==> config.mk <==
export PLATFORM = sky130hd
export DESIGN_NAME = spi_ram_slave_v2_flat
export DESIGN_NICKNAME = d
export VERILOG_FILES = /design/src/rtl/spi_ram_slave_v2_if.sv /design/src/rtl/spi_ram_slave_v2.sv /design/src/flat_wrapper.sv
export SDC_FILE = /design/constraint.sdc
export NUM_CORES = 2
export LEC_CHECK = 0
export CORE_ASPECT_RATIO = 1.75
export CORE_UTILIZATION = 55
export CTS_CLUSTER_SIZE = 30
export DETAILED_ROUTE_END_ITERATION = 10
export PLACE_DENSITY = 0.7
export SLEW_MARGIN = 10
export SYNTH_ARGS = -nofsm -noshare
export SYNTH_HDL_FRONTEND = slang
export SYNTH_SLANG_ARGS = --single-unit
==> constraint.sdc <==
create_clock -name clk -period 9.05 [get_ports clk]
set_input_delay 1.3575 -clock clk [delete_from_list [all_inputs] [get_ports clk]]
set_output_delay 1.3575 -clock clk [all_outputs]
set_load 0.005 [all_outputs]
==> src/rtl/spi_ram_slave_v2_if.sv <==
`default_nettype none
// ============================================================================
// spi_ram_slave_v2_if : host-side serial pins and status flags of the SPI RAM
// Revision: 2.0
// ============================================================================
interface spi_ram_slave_v2_if;
  logic SS_n;
  logic MOSI;
  logic MISO;
  logic busy;
  logic frame_err;
  logic addr_err;

  modport master (
    output SS_n, MOSI,
    input  MISO, busy, frame_err, addr_err
  );

  modport slave (
    input  SS_n, MOSI,
    output MISO, busy, frame_err, addr_err
  );
endinterface
`default_nettype wire

==> src/rtl/spi_ram_slave_v2.sv <==
`default_nettype none
// ============================================================================
// spi_ram_slave_v2 : clk-sampled SPI slave front end on a single-port RAM
// Revision: 2.0
// ============================================================================
module spi_ram_slave_v2 #(
  parameter int DATA_WIDTH = 8,
  parameter int ADDR_WIDTH = 8,
  parameter int MEM_DEPTH  = 256,
  parameter int AUTO_INC   = 1
) (
  input  wire logic         clk,
  input  wire logic         rst_n,
  spi_ram_slave_v2_if.slave bus
);

  localparam int                CNT_W       = $clog2(DATA_WIDTH + 1);
  localparam logic [CNT_W-1:0]  C_LAST_BIT  = CNT_W'(DATA_WIDTH - 1);
  localparam logic [CNT_W-1:0]  C_CMD_LAST  = CNT_W'(1);
  localparam logic [ADDR_WIDTH:0] C_DEPTH     = (ADDR_WIDTH + 1)'(MEM_DEPTH);
  localparam logic [ADDR_WIDTH:0] C_LAST_ADDR = (ADDR_WIDTH + 1)'(MEM_DEPTH - 1);
  localparam logic [1:0] C_WR_ADDR = 2'b00;
  localparam logic [1:0] C_WR_DATA = 2'b01;
  localparam logic [1:0] C_RD_ADDR = 2'b10;

  typedef enum logic [2:0] {
    S_IDLE     = 3'd0,
    S_CMD      = 3'd1,
    S_PAYLOAD  = 3'd2,
    S_EXEC     = 3'd3,
    S_READ_OUT = 3'd4
  } state_t;

  state_t                 state_q, state_d;
  logic [1:0]             cmd_q, cmd_d;
  logic [CNT_W-1:0]       cnt_q, cnt_d;
  logic [DATA_WIDTH-1:0]  rx_q, rx_d;
  logic [DATA_WIDTH-1:0]  tx_q, tx_d;
  logic [ADDR_WIDTH-1:0]  wr_addr_q, wr_addr_d;
  logic [ADDR_WIDTH-1:0]  rd_addr_q, rd_addr_d;
  logic                   miso_q, miso_d;
  logic                   busy_q, busy_d;
  logic                   frame_err_q, frame_err_d;
  logic                   addr_err_q, addr_err_d;
  logic                   mem_we;
  logic                   wr_in_range, rd_in_range;
  logic [DATA_WIDTH-1:0]  mem [MEM_DEPTH];

  assign wr_in_range = {1'b0, wr_addr_q} < C_DEPTH;
  assign rd_in_range = {1'b0, rd_addr_q} < C_DEPTH;

  // Post-access address step; wraps at the last implemented word, not at 2**ADDR_WIDTH.
  function automatic logic [ADDR_WIDTH-1:0] step_addr(input logic [ADDR_WIDTH-1:0] a);
    if (AUTO_INC == 0)           return a;
    if ({1'b0, a} == C_LAST_ADDR) return '0;
    return a + ADDR_WIDTH'(1);
  endfunction

  always_comb begin
    state_d     = state_q;
    cmd_d       = cmd_q;
    cnt_d       = cnt_q;
    rx_d        = rx_q;
    tx_d        = tx_q;
    wr_addr_d   = wr_addr_q;
    rd_addr_d   = rd_addr_q;
    miso_d      = 1'b0;
    frame_err_d = 1'b0;
    addr_err_d  = 1'b0;
    mem_we      = 1'b0;
    case (state_q)
      S_IDLE: begin
        if (!bus.SS_n) begin
          state_d = S_CMD;
          cnt_d   = '0;
        end
      end
      S_CMD: begin
        if (bus.SS_n) begin
          state_d     = S_IDLE;
          cnt_d       = '0;
          frame_err_d = 1'b1;
        end else begin
          cmd_d = {cmd_q[0], bus.MOSI};
          if (cnt_q == C_CMD_LAST) begin
            cnt_d   = '0;
            state_d = S_PAYLOAD;
          end else begin
            cnt_d = cnt_q + CNT_W'(1);
          end
        end
      end
      S_PAYLOAD: begin
        if (bus.SS_n) begin
          state_d     = S_IDLE;
          cnt_d       = '0;
          frame_err_d = 1'b1;
        end else begin
          rx_d = {rx_q[DATA_WIDTH-2:0], bus.MOSI};
          if (cnt_q == C_LAST_BIT) begin
            cnt_d   = '0;
            state_d = S_EXEC;
          end else begin
            cnt_d = cnt_q + CNT_W'(1);
          end
        end
      end
      S_EXEC: begin
        case (cmd_q)
          C_WR_ADDR: wr_addr_d = rx_q[ADDR_WIDTH-1:0];
          C_WR_DATA: begin
            if (wr_in_range) begin
              mem_we    = 1'b1;
              wr_addr_d = step_addr(wr_addr_q);
            end else begin
              addr_err_d = 1'b1;
            end
          end
          C_RD_ADDR: rd_addr_d = rx_q[ADDR_WIDTH-1:0];
          default: begin
            if (rd_in_range) begin
              tx_d      = mem[rd_addr_q];
              rd_addr_d = step_addr(rd_addr_q);
            end else begin
              tx_d       = '0;
              addr_err_d = 1'b1;
            end
          end
        endcase
        // A deselect here lets the command finish but skips any read-out.
        if (bus.SS_n)             state_d = S_IDLE;
        else if (cmd_q == 2'b11)  state_d = S_READ_OUT;
        else                      state_d = S_CMD;
      end
      S_READ_OUT: begin
        if (bus.SS_n && (cnt_q != C_LAST_BIT)) begin
          state_d     = S_IDLE;
          cnt_d       = '0;
          frame_err_d = 1'b1;
        end else begin
          miso_d = tx_q[DATA_WIDTH-1];
          tx_d   = {tx_q[DATA_WIDTH-2:0], 1'b0};
          if (cnt_q == C_LAST_BIT) begin
            cnt_d   = '0;
            state_d = bus.SS_n ? S_IDLE : S_CMD;
          end else begin
            cnt_d = cnt_q + CNT_W'(1);
          end
        end
      end
      default: state_d = S_IDLE;
    endcase
    busy_d = (state_d != S_IDLE);
  end

  always_ff @(posedge clk or negedge rst_n) begin
    if (!rst_n) begin
      state_q     <= S_IDLE;
      cmd_q       <= '0;
      cnt_q       <= '0;
      rx_q        <= '0;
      tx_q        <= '0;
      wr_addr_q   <= '0;
      rd_addr_q   <= '0;
      miso_q      <= 1'b0;
      busy_q      <= 1'b0;
      frame_err_q <= 1'b0;
      addr_err_q  <= 1'b0;
    end else begin
      state_q     <= state_d;
      cmd_q       <= cmd_d;
      cnt_q       <= cnt_d;
      rx_q        <= rx_d;
      tx_q        <= tx_d;
      wr_addr_q   <= wr_addr_d;
      rd_addr_q   <= rd_addr_d;
      miso_q      <= miso_d;
      busy_q      <= busy_d;
      frame_err_q <= frame_err_d;
      addr_err_q  <= addr_err_d;
    end
  end

  // RAM contents survive reset.
  always_ff @(posedge clk) begin
    if (mem_we) mem[wr_addr_q] <= rx_q;
  end

  assign bus.MISO      = miso_q;
  assign bus.busy      = busy_q;
  assign bus.frame_err = frame_err_q;
  assign bus.addr_err  = addr_err_q;

endmodule
`default_nettype wire

==> src/flat_wrapper.sv <==
// flat-port wrapper written by rule: the top's interface ports become plain ports
module spi_ram_slave_v2_flat 
#(
  parameter int DATA_WIDTH = 8,
  parameter int ADDR_WIDTH = 8,
  parameter int MEM_DEPTH  = 256,
  parameter int AUTO_INC   = 1
)
  (clk, rst_n, bus_SS_n, bus_MOSI, bus_MISO, bus_busy, bus_frame_err, bus_addr_err);
  spi_ram_slave_v2_if bus_i ();
  input  wire logic clk;
  input  wire logic rst_n;
  input wire logic [$bits(bus_i.SS_n)-1:0] bus_SS_n;
  input wire logic [$bits(bus_i.MOSI)-1:0] bus_MOSI;
  output wire logic [$bits(bus_i.MISO)-1:0] bus_MISO;
  output wire logic [$bits(bus_i.busy)-1:0] bus_busy;
  output wire logic [$bits(bus_i.frame_err)-1:0] bus_frame_err;
  output wire logic [$bits(bus_i.addr_err)-1:0] bus_addr_err;
  assign bus_i.SS_n = bus_SS_n;
  assign bus_i.MOSI = bus_MOSI;
  assign bus_MISO = bus_i.MISO;
  assign bus_busy = bus_i.busy;
  assign bus_frame_err = bus_i.frame_err;
  assign bus_addr_err = bus_i.addr_err;
  spi_ram_slave_v2 #(.DATA_WIDTH(DATA_WIDTH), .ADDR_WIDTH(ADDR_WIDTH), .MEM_DEPTH(MEM_DEPTH), .AUTO_INC(AUTO_INC)) u_core (.clk(clk), .rst_n(rst_n), .bus(bus_i));
endmodule
==> results_dict.tcl <==
set metrics [dict create \
    status "finished clean" \
    peakVddDrop_v 0.000175 \
    critical_path_class "reg2reg" \
    maxSlewHeadroom 0.0441 \
    hold_path.class "reg2reg" \
    dieArea_sq_um 151000 \
    post_cts_buffers 0 \
    finClkSkew_ns 0.0199 \
    synth_enable_flop_cells 2048 \
    grt_usage 0.293 \
    cp_max_fo 92 \
    max_stage_delay_ns 1.11 \
    final_common_cell "edfxtp_1" \
    grt-ovfl-total 0 \
    post-place-ws_ns 4.20 \
    ys_ff_latch 2092 \
    arrival_ns 5.78 \
    drc_errors 0 \
    worst_pin_slew_ns 1.43 \
    ctsResizeCount 0 \
    htreeDepth 4 \
    synthToLayoutAreaGrowth_pct 8.91 \
    finalCritPeriodShare 0.570 \
    crit_buf_inv 1 \
    io_buffers 6 \
    syn_area_per_cell_sq_um 19.9 \
    vias 42580 \
    timing.final.hold_violations 0 \
    dp_hpwl_um 136000 \
    drt-total-wl_um 220000 \
    ys.flop_type "edfxtp_1" \
    grt_pass1_vias 41947 \
    finalSetupViolCount 0 \
    p_per_area_nw_per_um2 238 \
    fp.dieH_um 514 \
    rsz0062_at_grt "no" \
    mostFrequentLayoutCells "edfxtp_1 (2048), mux4_2 (404), nor2_1 (335)" \
    drv_cap 0 \
    cpMaxStageDelayCell "a32oi_1" \
    critPathLaunchType "flop" \
    path_common_cell "nor2_1" \
    cp_data_required_time_ns 9.67 \
    nNetsFinal 4166 \
    drv_slew 0 \
    syn_inst 4139 \
    max_freq_mhz 194 \
    firstDrtPassIters 8 \
    async_flop_share 0.0210 \
    place.gp.congestion 0.969 \
    start_util 0.554 \
    syn_area_sq_um 82300 \
    cts_buffer_depth 3 \
    cts_tree "done" \
    clkSinkCount 2092 \
    cts_buffers 170 \
    p_leak_nw 26.6 \
    grt_max_degree 106 \
    core_area_sq_um 148000 \
    grt_pass1_wl_um 309000 \
    worst_hold_slack_ns 0.547 \
    hold_buffers 0 \
    drt_iter0_drc 6178 \
    die_w_um 294 \
    period_minus_slack_ns 5.16 \
    power_mw 21.4 \
    worst_setup_path_end_kind "flop" \
    cts_root_buf "clkbuf_16" \
    row_count 187 \
    setup-tns-final_ns 0 \
    path_cells "buf_12, mux4_2, nor2_1, nor2_1, a221oi_1, o32ai_1, a32oi_1, a41oi_1" \
    ys_seq_area_frac 0.761 \
    critPathTopFamily "compound AO/OA/AOI/OAI gates" \
    antenna_found_initial 5 \
    syn-num-nets 4150 \
    layout_setup_ws_ns 3.89 \
    insertion_delay_ns 0.81 \
    synth.distinct_cells 74 \
    clk_pin_slew_ns 0.07 \
    yosys_warnings 0 \
    io_pins 8 \
    fin_util 0.604 \
    wl_per_cell_um 35.1 \
    ant_nets 0 \
    drive_gt1_frac 0.185 \
    via_per_inst 6.78 \
]
[synthesized netlist by cell type, types with 23 or more instances]
cell type     n  area (sq um)
nand3_1      37           185
nand2_1     154           578
o21ai_0      69           345
nor2_1      339          1270
buf_4        34           255
a21oi_1      86           430
o22ai_1      44           275
a22oi_1      39           293
mux2i_1     274          2740
mux4_2      404          9100
dfrtp_1      44          1100
o221ai_1     33           289
buf_2        66           330
a211oi_1     27           203
clkbuf_1    106           398
edfxtp_1   2048         61500
a221oi_1     45           394
buf_6        23           259
[cells by family (layout without fill, tap and decap cells)]
| logic type | count (synthesis) | in the layout | synth area share |
|---|---|---|---|
| compound gates | 447 | 447 | 0.0376 |
| xor+xnor | 1 | 1 | 0.000106 |
| fa+ha+maj | 8 | 8 | 0.00119 |
| buf+inv | 270 | 421 | 0.0202 |
| flops | 2092 | 2092 | 0.761 |
| mux | 700 | 700 | 0.148 |
| other cells | 1 | 3 | 0.0000456 |
| simple gates | 620 | 620 | 0.0318 |
[worst paths after layout]
kind	start	to	slack (ns)	cells after the start
worst min-delay path	u_core.cnt_q[1]$_DFFE_PN0P_	u_core.cnt_q[1]$_DFFE_PN0P_	0.55	2
worst min register to register	u_core.cnt_q[1]$_DFFE_PN0P_	u_core.cnt_q[1]$_DFFE_PN0P_	0.55	2
worst max register to register	u_core.rd_addr_q[0]$_DFFE_PN0P_	u_core.tx_q[4]$_DFFE_PN0P_	3.89	8
worst max-delay path	u_core.rd_addr_q[0]$_DFFE_PN0P_	u_core.tx_q[4]$_DFFE_PN0P_	3.89	8
max in group asynchronous	rst_n	u_core.rd_addr_q[1]$_DFFE_PN0P_	7.75	2
min in group asynchronous	rst_n	u_core.rx_q[5]$_DFFE_PN0P_	0.72	2
[layer usage]
metal / share of wire / track usage / vias to the layer above
met1: 0.34 / 0.367 / 22286
met2: 0.49 / 0.482 / 2694
met3: 0.094 / 0.0557 / 612
met5: 0.000082 / 0 / -
li1: - / - / 16984
met4: 0.067 / 0.165 / 4
[flip-flops by register name, indices dropped and copies added, names as in the netlist, 2 cells and up]
register and cells:
u_core.cmd_q 2, u_core.cnt_q 4, u_core.mem 2048, u_core.rd_addr_q 8
u_core.rx_q 8, u_core.state_q 3, u_core.tx_q 8, u_core.wr_addr_q 8
[stage by stage]
stage / cells / cell area [sq um]
2_1_floorplan: 4139 / 82300
3_3_place_gp: 5966 / 84100
3_5_place_dp: 5967 / 84100
4_1_cts: 6274 / 89600
5_1_grt: 6275 / 89600
6_report: 6276 / 89600
[worst reg2reg max path, cell delays in order (launching register included)]
cell and delay [ns]:
dfrtp_4 1.02, buf_12 0.56, mux4_2 0.85, nor2_1 0.18, nor2_1 0.12, a221oi_1 0.66
o32ai_1 0.25, a32oi_1 1.11, a41oi_1 0.23
[report_power, final]
part	total, mW	leakage [nW]	internal [mW]	switching, mW
clock	7.37	2.64	4.00	3.37
sequential	11.2	19.2	11.0	0.239
combinational	2.78	4.76	1.00	1.78
total	21.4	26.6	16.0	5.39
[cell type report]
class                   count  area (sq um)
well taps                1984          2480
multi-input cells        1777         18100
clock buffers             206          4500
fillers                 10371         58800
flip-flops and latches   2092         62600
clock inverters           101           942
diodes                      2          5.00
inverters                  15          61.3
repair buffers             99           853
(Power assumes the default switching activity.)
